**src/rtl/arbiter_rr16.sv**
```systemverilog
// arbiter_rr16: 16-way round-robin arbiter with hold timeout; optional ARB_BACK_TO_BACK_EN removes the idle bubble between grants.

// decoder4_16: one-hot decode of a 4-bit index, all zeros when disabled.
module decoder4_16 (
   input  logic [3:0]  idx,
   input  logic        en,
   output logic [15:0] y
);
   assign y = en ? 16'(1) << idx : 16'h0000;
endmodule

module arbiter_rr16 #(
   parameter int MAX_HOLD = 8
) (
   input  logic        I_CLK,
   input  logic        I_RESET,
   input  logic [15:0] I_REQ,
   input  logic        I_RELEASE,
   output logic [15:0] O_GRANT,
   output logic [3:0]  O_GRANT_IDX,
   output logic        O_GRANT_VALID,
   output logic        O_TIMEOUT
);
   typedef enum logic {IDLE, GRANTED} state_t;

   localparam logic       HOLD_EN   = MAX_HOLD != 0;
   localparam logic [7:0] HOLD_LAST = 8'(MAX_HOLD - 1);

   state_t     state, state_n;
   logic [3:0] ptr, ptr_n, idx_n;
   logic [7:0] cnt, cnt_n;
   logic       to_n, rel_a, rel_b, rel_c, rel;

   // First set bit of r searching p, p+1, ... with mod-16 wrap; lowest offset wins.
   function automatic logic [3:0] pick(input logic [15:0] r, input logic [3:0] p);
      logic [3:0] j;
      pick = p;
      for (int i = 15; i >= 0; i--) begin
         j = p + 4'(i);
         if (r[j]) pick = j;
      end
   endfunction

   assign rel_a = I_RELEASE;
   assign rel_b = !I_REQ[O_GRANT_IDX];
   assign rel_c = HOLD_EN && cnt == HOLD_LAST;
   assign rel   = rel_a || rel_b || rel_c;

   // Next-state: arbitrate in IDLE, hold or release in GRANTED.
   always_comb begin
      state_n = state;
      ptr_n   = ptr;
      idx_n   = O_GRANT_IDX;
      cnt_n   = cnt;
      to_n    = 1'b0;
      if (state == IDLE) begin
         state_n = |I_REQ ? GRANTED : IDLE;
         idx_n   = |I_REQ ? pick(I_REQ, ptr) : O_GRANT_IDX;
         cnt_n   = 8'd0;
      end else if (rel) begin
         state_n = IDLE;
         ptr_n   = O_GRANT_IDX + 4'd1;
         to_n    = rel_c && !rel_a && !rel_b;
`ifdef ARB_BACK_TO_BACK_EN
         if (|(I_REQ & ~(16'(1) << O_GRANT_IDX))) begin
            state_n = GRANTED;
            idx_n   = pick(I_REQ & ~(16'(1) << O_GRANT_IDX), O_GRANT_IDX + 4'd1);
            cnt_n   = 8'd0;
         end
`endif
      end else begin
         cnt_n = cnt + {7'd0, cnt != 8'hFF};
      end
   end

   // State, pointer, grant index, hold counter and timeout pulse registers.
   always_ff @(posedge I_CLK or posedge I_RESET) begin
      if (I_RESET) begin
         state       <= IDLE;
         ptr         <= 4'd0;
         O_GRANT_IDX <= 4'd0;
         cnt         <= 8'd0;
         O_TIMEOUT   <= 1'b0;
      end else begin
         state       <= state_n;
         ptr         <= ptr_n;
         O_GRANT_IDX <= idx_n;
         cnt         <= cnt_n;
         O_TIMEOUT   <= to_n;
      end
   end

   assign O_GRANT_VALID = state == GRANTED;

   decoder4_16 u_dec (
      .idx (O_GRANT_IDX),
      .en  (O_GRANT_VALID),
      .y   (O_GRANT)
   );
endmodule

```
**config.mk**
```make
export PLATFORM = sky130hd
export DESIGN_NAME = arbiter_rr16
export DESIGN_NICKNAME = d
export VERILOG_FILES = /design/src/rtl/arbiter_rr16.sv
export SDC_FILE = /design/constraint.sdc
export NUM_CORES = 1
export LEC_CHECK = 0
export CELL_PAD_IN_SITES_DETAIL_PLACEMENT = 1
export CELL_PAD_IN_SITES_GLOBAL_PLACEMENT = 1
export CORE_UTILIZATION = 55
export CTS_CLUSTER_SIZE = 24
export DETAILED_ROUTE_END_ITERATION = 7
export DONT_BUFFER_PORTS = 1
export GPL_TIMING_DRIVEN = 0
export PLACE_DENSITY_LB_ADDON = 0.1
export SYNTH_ARGS = -nofsm -noshare
export SYNTH_HDL_FRONTEND = slang
export SYNTH_SLANG_ARGS = --single-unit
```
**constraint.sdc**
```tcl
create_clock -name I_CLK -period 5.6 [get_ports I_CLK]
set_input_delay 0.84 -clock I_CLK [delete_from_list [all_inputs] [get_ports I_CLK]]
set_output_delay 0.84 -clock I_CLK [all_outputs]
set_load 0.01 [all_outputs]
```
==> impl_metrics.json, run 1 <==
{
  "synth_top_area_share_pct": 19.9,
  "max-cap-violations": 0,
  "cts_made_buffers": 3,
  "mostFrequentLayoutCells": "35 x nor2_1, 34 x nand2_1, 32 x mux4_2",
  "hpwl_um": 9330,
  "cp.arrival_ps": 4440,
  "antenna_found_initial": 0,
  "wl_met3_um": 839,
  "tns_ps": 0,
  "critPathBufInv": 3,
  "grt_max_degree": 19,
  "fp-row-count": 29,
  "root_buffer": "clkbuf_8",
  "wl_met2_um": 5830,
  "yosysTopAreaCell": "mux4_2",
  "syn_inst": 390,
  "reg2reg_slack_ps": 1280,
  "synth_edf_count": 0,
  "endpoint_kind": "register",
  "report.final.hold_viol_count": 0,
  "drc_errors": 0,
  "final.min_clock_period_ps": 4320,
  "cp_data_required_time_ps": 5720,
  "finClkSkew_ps": 6.03,
  "netlist_area_um2": 3610,
  "yosys-top-cells-area": "mux4_2 20%, dfrtp_1 12%, mux2i_1 7.2%",
  "post_cts_resized": 0,
  "clock_latency_ps": 260,
  "port_buffers": 0,
  "clockBufferDepth": 2,
  "drive_gt1_share_pct": 21.3,
  "ys.flop_type": "dfrtp_1",
  "grt-ovfl-total": 0,
  "ys_types": 67,
  "fp.dieArea_um2": 6900,
  "antenna_left": 0,
  "postCtsSetupRepairBufs": 0,
  "grt_use_total_pct": 35.5,
  "cpPeakStageDelay_ps": 560,
  "cts_hold_buf": 0,
  "grt_pass1_vias": 3492,
  "crit_family": "buffers and inverters",
  "r2r_cells": 12,
  "async_reset_ff_share_pct": 100,
  "finalCritPeriodShare_pct": 77.2,
  "start_util_pct": 56.9,
  "critPathSlowestCell": "clkbuf_1",
  "cts_tree": "done",
  "critPathKind": "reg2reg",
  "status": "complete, no violations",
  "worst-slew-pin-transition_ps": 720,
  "drt_iter0_drc": 256,
  "rsz0062_at_grt": "no",
  "wirelength_met1_um": 5330,
  "syn_area_per_cell_um2": 9.27,
  "chipHeight_um": 83.1,
  "die_w_um": 83.1,
  "worst-path-max-fanout": 11,
  "grt_pass1_wl_um": 19300,
  "syn_nets": 424,
  "drv_slew": 0,
  "top_layer": "met4",
  "cts-htree-levels": 1,
  "antennaDiodeCount": 0,
  "setup_viol": 0,
  "hold_class": "in2async",
  "synth_seq_area_share_pct": 12.5,
  "io_pins": 41,
  "vias": 3443,
  "ys_warn_count": 0,
  "routed_wl_um": 12100,
  "r2r-start": "ptr[1]",
  "r2r_end": "O_GRANT_IDX[0]",
  "drt_first_pass_iters": 5,
  "clock.fmax_ghz": 0.231,
  "place_congestion": 0.914,
  "layout_commonest_cell": "nor2_1",
  "clk_pin_slew_ps": 70,
  "routed_via_density": 7.31,
  "max_slew_margin_pct": 52.0,
  "wl_per_cell_um": 25.7,
  "syn_to_final_growth_pct": 4.19,
  "path_cells": "buf_4 -> clkinv_1 -> ha_1 -> clkbuf_1 -> mux4_2 -> mux2_2 -> nand2b_1 -> nand3_1 -> nor2_1 -> o21ai_0 -> o2111ai_1 -> or3b_1",
  "clkSinkCount": 18,
  "nNetsFinal": 429,
  "startpoint_type": "register",
  "ys_seq_elements": 18,
  "core-area_um2": 6350
}
==> registers in the layout, indices dropped and copies added (netlist names) <==
| signal | cells |
|---|---|
| cnt | 8 |
| O_GRANT_VALID | 1 |
| O_TIMEOUT | 1 |
| ptr | 4 |
| O_GRANT_IDX | 4 |
==> worst max path at each step <==
stage,start,end,slack [ps],cells after the start
final,ptr[1],O_GRANT_IDX[0],1280,12
after global routing,ptr[1],O_GRANT_IDX[0],1030,12
after CTS,ptr[1],O_GRANT_IDX[0],1260,12
after detailed placement,ptr[1],O_GRANT_IDX[0],1360,12
after global placement,ptr[1],O_GRANT_IDX[0],1400,12
after floorplan,ptr[0],O_GRANT_IDX[0],2080,14
==> Yosys cell counts (all sizes together), types with 4 or more instances <==
library cell  instances
xnor2                11
and3                  8
nand2b                4
buf                  14
a21oi                13
a2111oi               4
clkbuf               10
nand3                13
mux2i                26
ha                   15
o21ai                19
nand2                34
a31oi                 4
mux2                 25
inv                  13
nor2                 35
dfrtp                18
and2                  8
nor3                  8
mux4                 35
a211oi                7
nor4                  6
nor2b                 6
==> layout make-up <==
| class | count | area, um^2 |
|---|---|---|
| plain buffers | 24 | 151 |
| clock buffers | 4 | 55.1 |
| fillers | 734 | 2580 |
| inverters | 15 | 56.3 |
| multi-input cells | 333 | 2960 |
| flip-flops and latches | 18 | 450 |
| well taps | 77 | 96.3 |
==> cells by family after synthesis <==
kind of cell             after synthesis  share of synthesized area, %
AND/OR/NAND/NOR                      137                          19.1
AO/OA/AOI/OAI                         81                          15.9
flip-flops                            18                          12.5
adder cells (fa/ha/maj)               15                          5.19
buffers and inverters                 39                          5.75
XOR/XNOR                              14                          4.22
multiplexers                          86                          37.3
==> per-layer routing <==
layer  up-vias  track usage [%]
met2       151             58.1
met1      1769             51.9
met3        11             4.37
met4         0             4.39
li1       1512                -
met5         -                0
==> stage by stage <==
| step | area [um^2] | instances | worst slack (ps) | utilization (%) | hold slack (ps) |
|---|---|---|---|---|---|
| finish | 3760 | 471 | 1280 | 59.3 | 562 |
| global route | 3760 | 471 | 1030 | 59.3 | 611 |
| CTS | 3760 | 471 | 1260 | 59.3 | 581 |
| detailed placement | 3710 | 467 | 1360 | 58.4 | 562 |
| global placement | 3710 | 467 | 1400 | 58.4 | 526 |
| floorplan | 3610 | 390 | 2080 | - | 503 |
==> worst register-to-register path: stages (launching register included) <==
cell and delay, ps:
dfrtp_1 450, buf_4 260, clkinv_1 440, ha_1 500, clkbuf_1 560, mux4_2 410
mux2_2 310, nand2b_1 100, nand3_1 230, nor2_1 160, o21ai_0 130, o2111ai_1 220
or3b_1 420
Power of run 1 is left out: the tool's default activity adds up to more than one toggle a clock period on the data nets, which glitch-free logic cannot reach.
==> run 2: changes to the inputs <==
- CORE_UTILIZATION: 55 -> 51
- clock period: 5.6 -> 4.5 ns (I/O delays scaled with it)
==> impl_metrics.json, run 2 (synthesized netlist as in run 1, its figures left out) <==
{
  "antenna_found_initial": 0,
  "die_w_um": 86.2,
  "drive_gt1_share_pct": 21.8,
  "max-cap-violations": 0,
  "routed_wl_um": 12400,
  "grt_use_total_pct": 34.8,
  "cp_data_required_time_ps": 4630,
  "rsz0062_at_grt": "no",
  "start_util_pct": 52.9,
  "report.final.hold_viol_count": 0,
  "antenna_left": 0,
  "finClkSkew_ps": 8.09,
  "drv_slew": 0,
  "syn_to_final_growth_pct": 4.99,
  "fp.dieArea_um2": 7430,
  "routed_via_density": 7.16,
  "grt_pass1_wl_um": 19700,
  "setup_viol": 0,
  "root_buffer": "clkbuf_8",
  "max_slew_margin_pct": 48.0,
  "fin_ws_ps": 320,
  "worst-slew-pin-transition_ps": 780,
  "antennaDiodeCount": 0,
  "pre_cts_ws_ps": 221,
  "io_pins": 41,
  "clock.fmax_ghz": 0.239,
  "largestRegisters": "cnt: 8 flops, O_GRANT_IDX: 4 flops, ptr: 4 flops",
  "reg2reg_slack_ps": 320,
  "path_cells": "buf_6 -> buf_6 -> buf_4 -> inv_1 -> ha_1 -> buf_6 -> buf_8 -> mux4_2 -> mux2i_1 -> mux2i_1 -> nor2b_1 -> a21o_1 -> a221oi_2 -> nand3_1 -> a2bb2oi_1",
  "hold_class": "in2async",
  "drt_iter0_drc": 301,
  "nNetsFinal": 429,
  "grt_pass1_vias": 3630,
  "r2r_end": "O_GRANT_IDX[2]",
  "cp.arrival_ps": 4310,
  "crit_end": "O_GRANT_IDX[2]",
  "grt-ovfl-total": 0,
  "worst-path-max-fanout": 10,
  "endpoint_kind": "register",
  "critPathSlowestCell": "dfrtp_1",
  "clock_latency_ps": 260,
  "mostFrequentLayoutCells": "35 x nor2_1, 34 x nand2_1, 32 x mux4_2",
  "wl_per_cell_um": 25.3,
  "cpPeakStageDelay_ps": 470,
  "largest_reg_flops": 8,
  "clkSinkCount": 18,
  "cts_made_buffers": 3,
  "finalCritPeriodShare_pct": 92.9,
  "vias": 3508,
  "cts_tree": "done",
  "final.min_clock_period_ps": 4180,
  "clockBufferDepth": 2,
  "tns_ps": 0,
  "r2r-start": "ptr[0]",
  "port_buffers": 0,
  "largest_register": "cnt",
  "drt_first_pass_iters": 5,
  "r2r_cells": 15,
  "clk_pin_slew_ps": 70,
  "chipHeight_um": 86.2,
  "critPathKind": "reg2reg",
  "cts_hold_buf": 0,
  "cp-startpoint": "ptr[0]",
  "hpwl_um": 9390,
  "core-area_um2": 6830,
  "startpoint_type": "register",
  "grt_max_degree": 19,
  "layout_commonest_cell": "nor2_1",
  "fp-row-count": 30,
  "cts-htree-levels": 1,
  "status": "complete, no violations",
  "drc_errors": 0,
  "place_congestion": 0.906,
  "cpMostUsedCell": "buf_6"
}
-- run 2: cell count changes in the layout (fill, tap and decap cells not counted), sizes merged --
cell	change
clkinvlp	+1
clkinv	-1
-- run 2: final cells by class --
type	count	area, um^2
plain buffers	24	153
clock buffers	4	55.1
fillers	824	3040
inverters	15	60.1
multi-input cells	333	2960
flip-flops and latches	18	450
well taps	96	120
-- run 2: through the flow --
step                instances  area (um^2)  hold slack (ps)  util (%)
finish                    490         3790              410      55.5
global route              490         3790              462      55.5
detailed placement        486         3730              540      54.7
CTS                       490         3790              430      55.5
global placement          486         3730              532      54.7
floorplan                 390         3610              503         -
-- run 2: critical path: cells and delay by family, from the launching register on --
| kind | cells | cell delay (ps) |
|---|---|---|
| AOI/OAI and AO/OA | 3 | 610 |
| adders and majority gates | 1 | 330 |
| DFF | 1 | 470 |
| and+or+nand+nor | 2 | 390 |
| buffers and inverters | 6 | 1110 |
| muxes | 3 | 1130 |
-- run 2: routing by layer --
layer	GRT usage (%)	routed length (um)
met1	44.6	4810
met2	59.2	5940
met3	2.86	957
met4	17.6	678
met5	0	0
-- run 2: repair_timing --
action / in CTS / in global routing
buffers inserted: 0 / 0
resized for setup: 0 / 3
setup endpoints to repair: 0 / 2
endpoints found under the hold margin: 0 / 0
-- run 2: worst min-delay path by stage --
| stage | startpoint | end | cells after the start |
|---|---|---|---|
| finish | I_RESET | O_GRANT_IDX[0] | 1 |
| global route | I_RESET | O_GRANT_IDX[0] | 1 |
| CTS | I_RESET | cnt[1] | 1 |
| detailed placement | cnt[0] | cnt[0] | 1 |
| global placement | cnt[0] | cnt[0] | 1 |
| floorplan | cnt[0] | cnt[0] | 1 |
Power of run 2 is left out for the same reason.
==> run 3: changes to the inputs <==
- CTS_CLUSTER_SIZE: 24 -> unset
==> results of run 3 <==
Final layout, timing and power as in run 2 (identical DEF).
Power of run 3 is left out for the same reason.
==> RTL change 1, RTL diff (flow settings as in run 3) <==
Change the parameter `MAX_HOLD` from 8 to 4.
--- a/src/rtl/arbiter_rr16.sv
+++ b/src/rtl/arbiter_rr16.sv
@@ -12,3 +12,3 @@
 module arbiter_rr16 #(
-   parameter int MAX_HOLD = 8
+   parameter int MAX_HOLD = 4
 ) (
Check against the original RTL: not equivalent (a bounded check fails within 10 cycles, from zero or initial values and one cycle with I_RESET high).
==> RTL change 1 against run 3 <==
  * Worst setup slack got worse by 0.093 ns
  * Sequential cell count did not move
  * Clock skew shrank 0.0062 ns
  * First-iteration DRC count down 21%
  * Fmax down 2.2%
  * Wire length rose by 0.94%
  * Area after synthesis shrank 0.28%
  * Cell area fell by 0.40%
  * Largest cell class unchanged
  * Highest routed layer unchanged
Power is left out: the tool's default activity adds up to more than one toggle a clock period on the data nets, which glitch-free logic cannot reach.
==> RTL change 1: results (changes against run 3) <==
grt:
  grt_use_total_pct: 34.87  # was 34.82%
  grt_first_pass_wirelength_um: 19620  # was 19660 um
  first_global_vias: 3536  # was 3630
  grtUsageMet3_pct: 3.272  # was 2.857%
placement:
  place_hpwl_um: 9502  # was 9394 um
  dp_slack_ns: 0.3323  # was 0.2209 ns
  dpl_cell_area_mm2: 0.003724  # was 0.003734 mm2
  routabilityCongestion: 0.9438  # was 0.9064
layout:
  syn2layout_area_growth_pct: 4.861  # was 4.986%
  multi_input_cells: 335  # was 333
  seq_cell_count: 18  # unchanged
  instances_no_fill: 491  # was 490
  num-nonclk-inverters: 14  # was 15
  seq_share_pct: 11.92  # was 11.87%
  final-clk-cell-share_pct: 1.457  # was 1.451%
  layout.nonclk_buf_share_pct: 4.106  # was 4.024%
  drive_gt1_share_pct: 21.27  # was 21.83%
route:
  drt-met1-wl_um: 4924  # was 4812 um
  wl_per_cell_um: 25.47  # was 25.29 um
  drtIter0Drc: 237  # was 301
  dr_wl_met3_um: 860  # was 957 um
  vias_per_cell: 7.159  # about the same
setup_path:
  crit_path_max_incr_delay_ns: 0.58  # was 0.47 ns
  cp_top_family: "buffers and inverters"  # was multiplexers
  critPathSlowestCell: "clkbuf_1"  # was dfrtp_1
  critPathArrivalTime_ns: 4.41  # was 4.31 ns
run_status:
  outcome: "complete, no violations"  # unchanged
yosys:
  syn_nets: 425  # was 424
  yosysUniqueCellTypes: 66  # was 67
  synth_common_cells: "nor2_1 (37), nand2_1 (34), mux4_2 (33)"  # was nor2_1 (35), nand2_1 (34), mux4_2 (32)
  syn_area_per_cell_um2: 9.216  # was 9.265 um2
  yosysSeqAreaShare_pct: 12.50  # was 12.47%
sta:
  skew_ns: 0.001890  # was 0.008090 ns
  slew_headroom_pct: 49.99  # was 47.99%
==> RTL change 1: path summary, 6_finish.rpt <==
path	start	to	slack, ns	depth (start not counted)
worst min register to register	cnt[0]	cnt[0]	0.58	1
min in group I_CLK	cnt[0]	cnt[0]	0.58	1
max in group asynchronous	I_RESET	cnt[0]	3.68	1
worst min-delay path	I_RESET	O_TIMEOUT	0.40	1
worst max-delay path	ptr[2]	O_GRANT_IDX[0]	0.23	13
worst max register to register	ptr[2]	O_GRANT_IDX[0]	0.23	13
==> RTL change 1: cell families after synthesis <==
logic type,Yosys count,share of synthesized area [%]
flip-flops,18,12.50
AND/OR/NAND/NOR,139,19.48
adder cells (fa/ha/maj),15,5.208
AO/OA/AOI/OAI,82,16.04
buffers and inverters,38,5.763
multiplexers,86,37.43
XOR/XNOR,13,3.576
==> RTL change 2, RTL diff (settings of run 3) <==
Without the edit above. Register the output `O_TIMEOUT` once more, cleared by the reset; this adds one clock of latency there. The other outputs are not delayed to match.
--- a/src/rtl/arbiter_rr16.sv
+++ b/src/rtl/arbiter_rr16.sv
@@ -27,2 +27,4 @@
    localparam logic [7:0] HOLD_LAST = 8'(MAX_HOLD - 1);
+
+   logic O_TIMEOUT_s0;
 
@@ -82,3 +84,3 @@
          cnt         <= 8'd0;
-         O_TIMEOUT   <= 1'b0;
+         O_TIMEOUT_s0 <= 1'b0;
       end else begin
@@ -88,3 +90,3 @@
          cnt         <= cnt_n;
-         O_TIMEOUT   <= to_n;
+         O_TIMEOUT_s0 <= to_n;
       end
@@ -99,2 +101,10 @@
    );
+   always_ff @(posedge I_CLK or posedge I_RESET) begin
+      if (I_RESET) begin
+         O_TIMEOUT <= '0;
+      end else begin
+         O_TIMEOUT <= O_TIMEOUT_s0;
+      end
+   end
+
 endmodule
Check against the original RTL: not equivalent (Yosys sat finds a counterexample within 10 cycles, from zero or initial values and one cycle with I_RESET high).
==> RTL change 2 against run 3 <==
  * The flow now finishes with violations (design-rule violations)
  * Wire length is 0.30% higher
  * Worst setup slack got worse by 0.076 ns
  * Hold slack got worse by 0.038 ns
  * Cell area fell by 4.4%
  * Synthesized cell count increased by 1.8%
  * Cell count fell by 2.4%
  * Sequential cell count grew 1
  * Area after synthesis fell by 4.2%
Power is left out: the tool's default activity adds up to more than one toggle a clock period on the data nets, which glitch-free logic cannot reach.
==> RTL change 2: results (changes against run 3) <==
run_status:
  outcome: "finished, violations left"  # was complete, no violations
  violations: "design-rule violations"
clock_tree:
  clock_sinks: 19  # was 18
  cts_buffer_depth: 2  # unchanged
  path_clk_slew_ns: 0.07  # about the same
sta:
  worst_pin_slew_ns: 0.9255  # was 0.7802 ns
  skew_ns: 0.0007125  # was 0.008090 ns
  hold_slack_ns: 0.3719  # was 0.4098 ns
  fin_crit_sh_pct: 94.58  # was 92.90%
layout:
  fin_util_pct: 56.16  # was 55.53%
  fill_cells: 789  # was 824
  largestRegisters: "cnt x8, O_GRANT_IDX x4, ptr x4"  # unchanged
  drive_gt1_share_pct: 16.21  # was 21.83%
  layout.nonclk_buf_share_pct: 3.380  # was 4.024%
  seq_share_pct: 13.11  # was 11.87%
  buffers_excl_clock: 22  # was 24
  num-nonclk-inverters: 14  # was 15
  nNetsFinal: 436  # was 429
  multi_input_cells: 342  # was 333
  final-clk-cell-share_pct: 1.242  # was 1.451%
  multi_input_area_mm2: 0.002835  # was 0.002955 mm2
setup_path:
  r2r_slack_ns: 0.24  # was 0.32 ns
  critPathArrivalTime_ns: 4.38  # was 4.31 ns
  reg2reg_from: "ptr[1]"  # was ptr[0]
  crit_path_max_incr_delay_ns: 0.62  # was 0.47 ns
  crit_path_start: "ptr[1]"  # was ptr[0]
  ff2ff_path_depth: 12  # was 15
  cp-endpoint: "O_GRANT_IDX[0]"  # was O_GRANT_IDX[2]
  cp_max_fo: 13  # was 10
  critPathSlowestCell: "a2111oi_2"  # was dfrtp_1
route:
  drtIter0Drc: 265  # was 301
  vias_per_cell: 7.331  # was 7.159
  route.detailed.drc: 1  # was 0
  wl_per_cell_um: 26.00  # was 25.29 um
  drt-met1-wl_um: 5347  # was 4812 um
  finalWirelength_um: 12430  # was 12390 um
  dr_wl_met2_um: 5851  # was 5942 um
  dr_wl_met3_um: 978  # was 957 um
  firstDrtPassIters: 7  # was 5
yosys:
  yosys.area_share.adder_pct: 5.421  # was 5.194%
  synth_compound_area_share_pct: 17.96  # was 15.89%
  yosysSeqAreaShare_pct: 13.73  # was 12.47%
  syn_area_per_cell_um2: 8.721  # was 9.265 um2
  synth_xor_area_share_pct: 4.807  # was 4.224%
  muxShareOfSynthArea_pct: 33.72  # was 37.33%
  syn_nets: 431  # was 424
  synth_common_cells: "nand2_1 (46), nor2_1 (32), mux2i_1 (30)"  # was nor2_1 (35), nand2_1 (34), mux4_2 (32)
  yosysUniqueCellTypes: 61  # was 67
  synth.area.top_cells: "mux4_2 (18%), dfrtp_1 (14%), mux2i_1 (8.7%)"  # was mux4_2 (20%), dfrtp_1 (12%), mux2i_1 (7.2%)
grt:
  grt_max_degree: 20  # was 19
  grt_use_total_pct: 35.60  # was 34.82%
  grtUsageMet2_pct: 58.35  # was 59.16%
  use_met1_pct: 49.66  # was 44.63%
  grtUsageMet3_pct: 5.605  # was 2.857%
  grt_first_pass_wirelength_um: 19340  # was 19660 um
  first_global_vias: 3472  # was 3630
floorplanning:
  tap-cell-count: 77  # was 96
hold_path:
  hold_class: "reg2reg"  # was in2async
placement:
  dp_slack_ns: -0.5273  # was 0.2209 ns
-- RTL change 2: cell count changes after synthesis, sizes merged, moves of 4 or more --
cell,run 3,this run
a211oi,7,11
mux2i,26,30
mux4,35,27
nand3,13,8
o21ai,19,14
a21oi,13,18
nand2,34,46
buf,14,10
xnor2,11,16
-- RTL change 2: repair_timing --
action | CTS | global route
endpoints found under the setup margin | 4 | 2
gates resized for setup | 4 | 5
gates cloned | 0 | 0
setup buffers | 0 | 0
hold endpoints to repair | 0 | 0
-- RTL change 2: worst max-delay path: cells and delay by family (launching register included) --
family / cells / cell delay, ns
AOI/OAI and AO/OA: 3 / 1.19
adders and majority gates: 1 / 0.35
buffers and inverters: 5 / 1.31
DFF: 1 / 0.43
muxes: 1 / 0.23
and+or+nand+nor: 2 / 0.58
